$ cat config.mk
export PLATFORM = sky130hd
export DESIGN_NAME = snake_game_seq
export DESIGN_NICKNAME = d
export VERILOG_FILES = /design/src/rtl/snake_game_seq.sv
export SDC_FILE = /design/constraint.sdc
export NUM_CORES = 1
export LEC_CHECK = 0
export BUFFER_PORTS_ARGS = -buffer_cell sky130_fd_sc_hd__buf_2
export CORE_UTILIZATION = 50
export DETAILED_ROUTE_END_ITERATION = 16
export HOLD_SLACK_MARGIN = 0.03
export PLACE_DENSITY = 0.7
export SETUP_SLACK_MARGIN = 0.3
export SYNTH_ARGS = -nofsm -noshare
export SYNTH_HDL_FRONTEND = slang
export SYNTH_SLANG_ARGS = --single-unit
$ cat constraint.sdc
create_clock -name clk -period 8.5 [get_ports clk]
set_clock_uncertainty 0.15 [all_clocks]
set_input_delay 0.85 -clock clk [delete_from_list [all_inputs] [get_ports clk]]
set_output_delay 0.85 -clock clk [all_outputs]
set_load 0.005 [all_outputs]
$ cat src/rtl/snake_game_seq.sv
// Per-tick snake sequencer: owns the body ring buffer, steps the head, scans the body
// for self-collision and emits pixel set/clear and food-request strobes.
module snake_game_seq #(
  parameter int unsigned MAX_LEN   = 32,
  parameter int unsigned GRID_W    = 16,
  parameter int unsigned GRID_H    = 8,
  parameter int unsigned START_X   = 4,
  parameter int unsigned START_Y   = 3,
  parameter int unsigned START_LEN = 3
) (
  input  logic       clk,
  input  logic       reset,
  input  logic       init,
  input  logic       tick,
  input  logic [1:0] dir,
  input  logic [7:0] foodPos,
  output logic [7:0] headPos,
  output logic [7:0] tailPos,
  output logic [5:0] len,
  output logic       pixSet,
  output logic       pixClr,
  output logic [7:0] pixPos,
  output logic       foodReq,
  output logic       busy,
  output logic       gameOver
);

  localparam int unsigned AW = $clog2(MAX_LEN);

  typedef enum logic [2:0] {StInit, StWait, StCalc, StScan, StCommit, StOver} state_e;

  state_e          r_state, w_state_next;
  logic [1:0]      r_dir;
  logic [AW-1:0]   r_head_ptr, r_tail_ptr, r_scan_idx, r_clr_idx;
  logic [5:0]      r_len, r_scan_left, r_clr_left, r_cnt;
  logic [7:0]      r_head_pos, r_tail_pos, r_next_head, r_clr_pos;
  logic            r_grow, r_food_hit, r_clr_pend;
  logic [7:0]      r_buf [MAX_LEN];

  logic [AW-1:0]   w_head_nxt, w_tail_nxt;
  logic [3:0]      w_hx, w_hy, w_init_x;
  logic [7:0]      w_init_pos, w_nh;
  logic            w_wall, w_grow, w_opp, w_scan_hit, w_clearing;
  logic [1:0]      w_eff_dir;

  assign w_head_nxt = r_head_ptr + AW'(1);
  assign w_tail_nxt = r_tail_ptr + AW'(1);
  assign w_hx       = r_head_pos[7:4];
  assign w_hy       = r_head_pos[3:0];
  assign w_init_x   = 4'(START_X + 1 - START_LEN) + r_cnt[3:0];
  assign w_init_pos = {w_init_x, 4'(START_Y)};
  // Up/down and left/right differ only in bit 0, so same bit 1 means opposite.
  assign w_opp      = (dir[1] == r_dir[1]) && (dir[0] != r_dir[0]);
  assign w_eff_dir  = w_opp ? r_dir : dir;
  assign w_grow     = (w_nh == foodPos) && (r_len < 6'(MAX_LEN));
  assign w_scan_hit = (r_buf[r_scan_idx] == r_next_head);
  // After a restart the old body is erased before the new one is drawn.
  assign w_clearing = (r_clr_left != 6'd0);

  always_comb begin
    w_nh   = r_head_pos;
    w_wall = 1'b0;
    unique case (r_dir)
      2'b00: begin w_wall = (w_hy == 4'd0);              w_nh = {w_hx, w_hy - 4'd1}; end
      2'b01: begin w_wall = (w_hy == 4'(GRID_H - 1));    w_nh = {w_hx, w_hy + 4'd1}; end
      2'b10: begin w_wall = (w_hx == 4'd0);              w_nh = {w_hx - 4'd1, w_hy}; end
      2'b11: begin w_wall = (w_hx == 4'(GRID_W - 1));    w_nh = {w_hx + 4'd1, w_hy}; end
    endcase
  end

  always_comb begin
    w_state_next = r_state;
    unique case (r_state)
      StInit:   if (!w_clearing && r_cnt == 6'(START_LEN - 1)) w_state_next = StWait;
      StWait:   if (tick) w_state_next = StCalc;
      StCalc:   w_state_next = w_wall ? StOver : StScan;
      StScan:   if (w_scan_hit) w_state_next = StOver;
                else if (r_scan_left == 6'd1) w_state_next = StCommit;
      StCommit: w_state_next = StWait;
      StOver:   if (init) w_state_next = StInit;
      default:  w_state_next = StInit;
    endcase
  end

  always_comb begin
    pixSet  = ~reset & (((r_state == StInit) && !w_clearing) || (r_state == StCommit));
    pixClr  = ~reset & (((r_state == StInit) && w_clearing) ||
                        ((r_state == StWait) && r_clr_pend));
    foodReq = ~reset & (r_state == StCommit) & r_food_hit;
    pixPos  = r_clr_pos;
    if (r_state == StInit)        pixPos = w_clearing ? r_buf[r_clr_idx] : w_init_pos;
    else if (r_state == StCommit) pixPos = r_next_head;
  end

  assign busy     = (r_state != StWait) && (r_state != StOver);
  assign gameOver = (r_state == StOver);
  assign headPos  = r_head_pos;
  assign tailPos  = r_tail_pos;
  assign len      = r_len;

  always_ff @(posedge clk or posedge reset) begin
    if (reset) begin
      r_state     <= StInit;
      r_dir       <= 2'b11;
      r_head_ptr  <= '0;
      r_tail_ptr  <= '0;
      r_scan_idx  <= '0;
      r_clr_idx   <= '0;
      r_len       <= '0;
      r_scan_left <= '0;
      r_clr_left  <= '0;
      r_cnt       <= '0;
      r_head_pos  <= {4'(START_X), 4'(START_Y)};
      r_tail_pos  <= {4'(START_X), 4'(START_Y)};
      r_next_head <= '0;
      r_clr_pos   <= '0;
      r_grow      <= 1'b0;
      r_food_hit  <= 1'b0;
      r_clr_pend  <= 1'b0;
    end else begin
      r_state    <= w_state_next;
      r_clr_pend <= 1'b0;
      unique case (r_state)
        StInit: begin
          if (w_clearing) begin
            r_clr_idx  <= r_clr_idx + AW'(1);
            r_clr_left <= r_clr_left - 6'd1;
          end else begin
            r_head_ptr <= r_cnt[AW-1:0];
            r_head_pos <= w_init_pos;
            if (r_cnt == 6'd0) r_tail_pos <= w_init_pos;
            if (r_cnt == 6'(START_LEN - 1)) begin
              r_len <= 6'(START_LEN);
              r_cnt <= '0;
            end else begin
              r_cnt <= r_cnt + 6'd1;
            end
          end
        end
        StWait: if (tick) r_dir <= w_eff_dir;
        StCalc: begin
          r_next_head <= w_nh;
          r_grow      <= w_grow;
          r_food_hit  <= (w_nh == foodPos);
          // The tail vacates this step unless growing, so it cannot be hit.
          r_scan_idx  <= w_grow ? r_tail_ptr : w_tail_nxt;
          r_scan_left <= w_grow ? r_len : r_len - 6'd1;
        end
        StScan: begin
          r_scan_idx  <= r_scan_idx + AW'(1);
          r_scan_left <= r_scan_left - 6'd1;
        end
        StCommit: begin
          r_head_ptr <= w_head_nxt;
          r_head_pos <= r_next_head;
          if (r_grow) begin
            r_len <= r_len + 6'd1;
          end else begin
            r_tail_ptr <= w_tail_nxt;
            r_tail_pos <= r_buf[w_tail_nxt];
            r_clr_pend <= 1'b1;
            r_clr_pos  <= r_tail_pos;
          end
        end
        StOver: begin
          if (init) begin
            r_clr_idx  <= r_tail_ptr;
            r_clr_left <= r_len;
            r_head_ptr <= '0;
            r_tail_ptr <= '0;
            r_len      <= '0;
            r_cnt      <= '0;
            r_dir      <= 2'b11;
          end
        end
        default: ;
      endcase
    end
  end

  always_ff @(posedge clk) begin
    if (r_state == StInit && !w_clearing) r_buf[r_cnt[AW-1:0]] <= w_init_pos;
    if (r_state == StCommit)              r_buf[w_head_nxt]    <= r_next_head;
  end

endmodule

**After elaboration in Yosys (flattened, before gate mapping)**

Memories as Yosys holds them, arrays and structs flattened.
Cells that the tools add are included.

- Bits in registers: 84
- RAM bits: 256
- Input bits: 14
- Output and inout bits: 35
- Word-level logic and storage cells: 155
- Memories kept: 1

Memory list:

| name | words | width | rd ports | clocked after memory_dff | write ports | RTL line | RTL |
|---|---|---|---|---|---|---|---|
| r_buf | 32 | 8 | 3 | 0 | 1 | 38 | `logic [7:0] r_buf [MAX_LEN];` |

- Add/subtract/negate cells: 14
- Magnitude comparators: 1
- Eq/ne operators: 29
- Multiplexer cells: 54
- Bitwise logic cells: 6
- Reductions and logical operators: 33

Operators with widths:

| kind | number |
|---|---|
| 8-bit 2-to-1 mux | 8 |
| 6-bit 2-to-1 mux | 9 |
| 6-bit one-hot mux with 2 select lines | 3 |
| 5-bit 2-to-1 mux | 7 |
| 8-bit one-hot mux with 2 select lines | 2 |
| 8-bit one-hot mux with 4 select lines | 1 |
| 5-bit one-hot mux with 2 select lines | 3 |
| 5-bit by 1-bit adder with 5-bit output, second input constant | 4 |
| 2-bit inequality test, second input constant | 10 |
| 3-bit 2-to-1 mux | 6 |
| 3-bit one-hot mux with 6 select lines | 1 |
| 6-bit one-hot mux with 3 select lines | 1 |
| 6-bit by 1-bit subtractor with 6-bit output, second input constant | 3 |
| 8-bit equality test | 2 |
| 5-bit one-hot mux with 3 select lines | 1 |
| 6-bit by 1-bit adder with 6-bit output, second input constant | 2 |
| 3-bit AND reduction | 4 |
| 4-bit AND reduction | 3 |
| 2-bit nonzero test | 5 |
| 4-bit by 1-bit adder with 4-bit output, second input constant | 2 |
| 4-bit zero test | 2 |
| 8-bit OR reduction | 1 |
| 4-bit by 1-bit subtractor with 4-bit output, second input constant | 2 |
| 1-bit logical AND | 7 |
| other kinds (30) | 48 |

**Logic depth before layout (Yosys ltp)**

- Depth after elaboration: 6
- Gate-level depth with buffers: 14

**Worst setup path before layout**

No wires, ideal clock.

- Path type: input port to output port
- From: in reset
- To: out foodReq
- Data arrival time: 2.978 ns
- Data required time: 7.500 ns
- Setup slack: 4.522 ns
- Stages: 2
- Buffers on the path: 0
- Cell sequence: inv_1 > and3_1

- Cells in the longest elaborated chain, start to end: 3

Ends and longest elaborated chain:

| item | RTL line | RTL |
|---|---|---|
| from (decl) | 12 | `input logic reset,` |
| 1-bit NOT | 89 | `foodReq = ~reset & (r_state == StCommit) & r_food_hit;` |
| 1-bit bitwise AND (2 in series) | 89 |  |
| to (decl) | 23 | `output logic foodReq,` |

Every way passes these cells.

**Final worst setup path**

- From: reg r_state[0]
- To: out pixPos[5]

- Cells in the longest elaborated chain, start to end: 3
- Elaborated cells between the ends (all ways): 4
- Those cells by class: eq/ne: 1; mux: 2; reduce/logical: 1

Ends and longest elaborated chain:

| item | RTL line | RTL |
|---|---|---|
| from (decl) | 32 | `state_e r_state, w_state_next;` |
| from (signal assigned) | 103 | `r_state <= StInit;` |
| from (signal assigned) | 121 | `r_state <= w_state_next;` |
| 3-bit equality test | 92 | `else if (r_state == StCommit) pixPos = r_next_head;` |
| 8-bit 2-to-1 mux | 92 |  |
| 8-bit 2-to-1 mux (*) | 91 | `if (r_state == StInit) pixPos = w_clearing ? r_buf[r_clr_idx] : w_init_pos;` |
| to (decl) | 22 | `output logic [7:0] pixPos,` |

Every way passes the cells marked *; elsewhere a longest branch is shown, timed or not.

==> impl_table.tex <==
\begin{tabular}{lr}
\hline
Metric & Value \\
\hline
\multicolumn{2}{l}{\textbf{Run status}} \\
\quad Result of the run & completed \\
\multicolumn{2}{l}{\textbf{Critical path}} \\
\quad Buffer and inverter count on the worst path & 1 \\
\quad Endpoint class of the critical path & output port \\
\quad CP delay by family, top & simple AND/OR/NAND/NOR gates \\
\quad Maximum fanout along the worst path & 34 \\
\quad Type of the worst setup path & reg2out \\
\quad Slowest cell on crit path & sky130\_fd\_sc\_hd\_\_o21a\_1 \\
\quad Required time reported for the critical path endpoint & 7500 ps \\
\quad Worst path cell trace & nor2\_1 -> nand2\_1 -> nand2\_1 -> o21a\_1 -> o21ai\_0 -> o21ai\_0 -> buf\_2 \\
\quad CP Launch Type & flip-flop \\
\quad Arrival time of data at the critical path endpoint & 4420 ps \\
\quad Critical path's largest stage delay & 880 ps \\
\multicolumn{2}{l}{\textbf{Yosys}} \\
\quad Fraction of post-synthesis cell area in the top cell type by area & 0.398 \\
\quad Adder-Cell Fraction of Synth Area & 0.0131 \\
\quad Fraction of registers with async set or reset after synthesis & 0.247 \\
\quad Number of enable-type register cells in the synthesized netlist & 256 \\
\quad Dominant synthesized flop cell & sky130\_fd\_sc\_hd\_\_edfxtp\_1 \\
\quad Portion of the post-synthesis area used by sequential elements & 0.507 \\
\quad Mean area per synthesized cell & 14.6 um\^{}2 \\
\quad Portion of netlist area occupied by mux cells & 0.287 \\
\quad Post-Synthesis Cells & 1,325 \\
\quad Flip-flop and latch count after synthesis & 340 \\
\quad Fraction of synthesized cell area in xor and xnor cells & 0.0201 \\
\quad Leading post-synthesis cells by instance count & sky130\_fd\_sc\_hd\_\_edfxtp\_1 (256), sky130\_fd\_sc\_hd\_\_mux4\_2 (208), sky130\_fd\_sc\_hd\_\_nand2\_1 (95), sky130\_fd\_sc\_hd\_\_nor2\_1 (86), sky130\_fd\_sc\_hd\_\_dfrtp\_1 (76) \\
\quad Area of the mapped netlist & 19,300 um\^{}2 \\
\quad Share of synthesized cell area in and, or, nand and nor gates & 0.0736 \\
\quad Largest family of logic cells by synthesized area & multiplexers \\
\quad Number of warning messages in the yosys log & 0 \\
\quad Dominant cell type by area after synthesis & sky130\_fd\_sc\_hd\_\_edfxtp\_1 \\
\quad Post-Syn Nets & 1,358 \\
\quad Top area cells in the synthesized netlist & sky130\_fd\_sc\_hd\_\_edfxtp\_1 (40\%), sky130\_fd\_sc\_hd\_\_mux4\_2 (24\%), sky130\_fd\_sc\_hd\_\_dfrtp\_1 (9.8\%), sky130\_fd\_sc\_hd\_\_mux2i\_1 (2.5\%), sky130\_fd\_sc\_hd\_\_nand2\_1 (1.8\%) \\
\quad Post-synth cell types & 71 \\
\quad Library cell with the highest instance count after synthesis & sky130\_fd\_sc\_hd\_\_edfxtp\_1 \\
\quad Fraction of the mapped netlist area in compound gates & 0.0695 \\
\multicolumn{2}{l}{\textbf{Route}} \\
\quad 1st-pass router iterations & 5 \\
\quad Drt wl/cell & 30.7 um \\
\quad Number of design rule violations left after detail routing & 0 \\
\quad Antenna Violating Nets Remaining & 0 \\
\quad Vias & 13,300 \\
\quad Routed Wire Length & 58,300 um \\
\quad Via-per-instance ratio & 7.03 \\
\quad Number of DRC markers in iteration 0 & 1,620 \\
\multicolumn{2}{l}{\textbf{Final layout}} \\
\quad Multi-input combinational cell area & 9000 um\^{}2 \\
\quad Fraction of layout cells with a size suffix above 1 & 0.284 \\
\quad \# nets final & 1,388 \\
\quad Filler Cells Inserted & 3,005 \\
\quad Area occupied by registers & 9810 um\^{}2 \\
\quad Layout overhead on the synthesized area & 10.7\% \\
\multicolumn{2}{l}{\textbf{GRT}} \\
\quad Global-route usage over all layers & 0.303 \\
\quad Initial antenna violation count & 1 \\
\quad Global-route wire length before repair & 85,500 um \\
\quad Overflow left after global routing & 0 \\
\quad Vias in the first global route & 12,800 \\
\quad Maximum number of pins on one net before global-route repair & 65 \\
\multicolumn{2}{l}{\textbf{Timing}} \\
\quad Number of hold violations in the final report & 0 \\
\quad Smallest setup slack after layout & 3080 ps \\
\quad Setup violations, final & 0 \\
\quad Maximum clock rate & 185 MHz \\
\quad Post-layout minimum cycle time & 5420 ps \\
\quad Final period utilization & 0.637 \\
\quad Setup\_tns & 0 ps \\
\quad Unrepaired setup endpoints after global routing & false \\
\quad Max-slew violations & 0 \\
\quad Relative slew slack & 0.0490 \\
\quad Slew at the pin closest to its max-slew limit & 1420 ps \\
\multicolumn{2}{l}{\textbf{Floorplanning}} \\
\quad Die X & 199 um \\
\quad Starting Density & 0.511 \\
\quad Die height & 199 um \\
\quad Area enclosed by the die boundary & 39,400 um\^{}2 \\
\quad Number of I/O pins & 49 \\
\quad FP Rows & 71 \\
\quad Floorplan core area & 37,800 um\^{}2 \\
\multicolumn{2}{l}{\textbf{Placed design}} \\
\quad IO Port Bufs & 48 \\
\quad Post-placement worst setup slack & 3740 ps \\
\quad RD Place Congestion & 0.961 \\
\quad Detailed Place HPWL & 38,900 um \\
\multicolumn{2}{l}{\textbf{Clocking}} \\
\quad Number of buffers added by the clock tree synthesis step & 38 \\
\quad CTS hold repair buffers & 0 \\
\quad Worst skew pair latency & 560 ps \\
\quad Clock tree sinks & 340 \\
\quad CTS tree & done \\
\quad Number of H-tree levels & 2 \\
\quad Root buffer cell & sky130\_fd\_sc\_hd\_\_clkbuf\_16 \\
\quad Maximum clock insertion buffer count & 3 \\
\quad Number of post-CTS setup repair buffers & 0 \\
\quad Post-CTS sizing & 0 \\
\quad Clock transition at the register clock pins on the worst setup and hold paths after CTS & 60 ps \\
\multicolumn{2}{l}{\textbf{Power}} \\
\quad Static leakage & 7.54 nW \\
\quad Cell area power density & 394 nW/um\^{}2 \\
\quad Peak supply drop & 0.000183 V \\
\multicolumn{2}{l}{\textbf{Min path}} \\
\quad Type of the tightest min-delay check & in2async \\
\multicolumn{2}{l}{\textbf{Run}} \\
\quad Max cap viols & 0 \\
\hline
\end{tabular}
power by group:
group          switching, W  internal, W  total [W]
clock              0.000692      0.00101    0.00170
combinational       0.00229      0.00189    0.00418
sequential         0.000389      0.00216    0.00254
flip-flops by register name, indices dropped and copies added, names as in the netlist, 5 cells and up:
| name | cells |
|---|---|
| r_buf | 256 |
| headPos | 8 |
| r_clr_pos | 8 |
| r_next_head | 8 |
| tailPos | 8 |
| len | 6 |
| r_clr_left | 6 |
| r_cnt | 6 |
| r_scan_left | 6 |
| r_clr_idx | 5 |
| r_head_ptr | 5 |
| r_scan_idx | 5 |
| r_tail_ptr | 5 |
metal layers:
metal | vias up | global-route usage | wire length [um]
met3 | 190 | 0.0777 | 6890
met1 | 6801 | 0.401 | 21400
li1 | 5402 | - | -
met2 | 947 | 0.468 | 27100
met4 | 0 | 0.144 | 2890
met5 | - | 0 | 0
per-stage QoR:
step	util	hold slack (ps)	area (um^2)	instances	power [W]
after global routing	0.565	331	21400	1896	0.00878
after floorplan	-	290	19300	1325	0.00544
after detailed placement	0.531	308	20100	1826	0.00669
final	0.565	274	21400	1897	0.00842
after global placement	0.531	313	20100	1826	0.00663
after CTS	0.565	284	21400	1896	0.00838
kinds of logic after synthesis:
logic type | after synthesis
simple gates | 307
compound gates | 216
fa+ha+maj | 19
mux | 275
xor+xnor | 41
flops | 340
buf+inv | 127
worst paths after layout:
kind	startpoint	to	slack (ps)	cells past startpoint
max in group asynchronous	reset	r_scan_idx[0]	6790	3
min reg2reg	r_clr_pos[7]	r_clr_pos[7]	330	2
min	reset	r_clr_idx[0]	270	2
min in group clk	r_clr_pos[7]	r_clr_pos[7]	330	2
max reg2reg	r_state[0]	r_buf[8][5]	3740	5
max	r_state[0]	pixPos[5]	3080	7
placed cells by master (no fill, tap or decap), types with 17 or more instances in the layout:
master	n
sky130_fd_sc_hd__o21ai_0	71
sky130_fd_sc_hd__nand2_1	95
sky130_fd_sc_hd__nand2b_1	17
sky130_fd_sc_hd__inv_1	24
sky130_fd_sc_hd__clkbuf_16	38
sky130_fd_sc_hd__buf_2	48
sky130_fd_sc_hd__nor2_1	86
sky130_fd_sc_hd__dfrtp_1	70
sky130_fd_sc_hd__xor2_1	19
sky130_fd_sc_hd__nor3_1	22
sky130_fd_sc_hd__nand3_1	32
sky130_fd_sc_hd__xnor2_1	17
sky130_fd_sc_hd__a21oi_1	49
sky130_fd_sc_hd__mux2i_1	48
sky130_fd_sc_hd__buf_4	40
sky130_fd_sc_hd__edfxtp_1	256
sky130_fd_sc_hd__mux4_2	208
cell type report:
class | instances | share of cell area
clock inverters | 27 | 0.0143
flip-flops and latches | 340 | 0.459
diodes | 1 | 0.000117
repair buffers | 88 | 0.0253
multi-input cells | 858 | 0.421
clock buffers | 43 | 0.0454
inverters | 29 | 0.00515
well taps | 511 | 0.0299
Note: power is estimated with default switching activity, not from simulation.
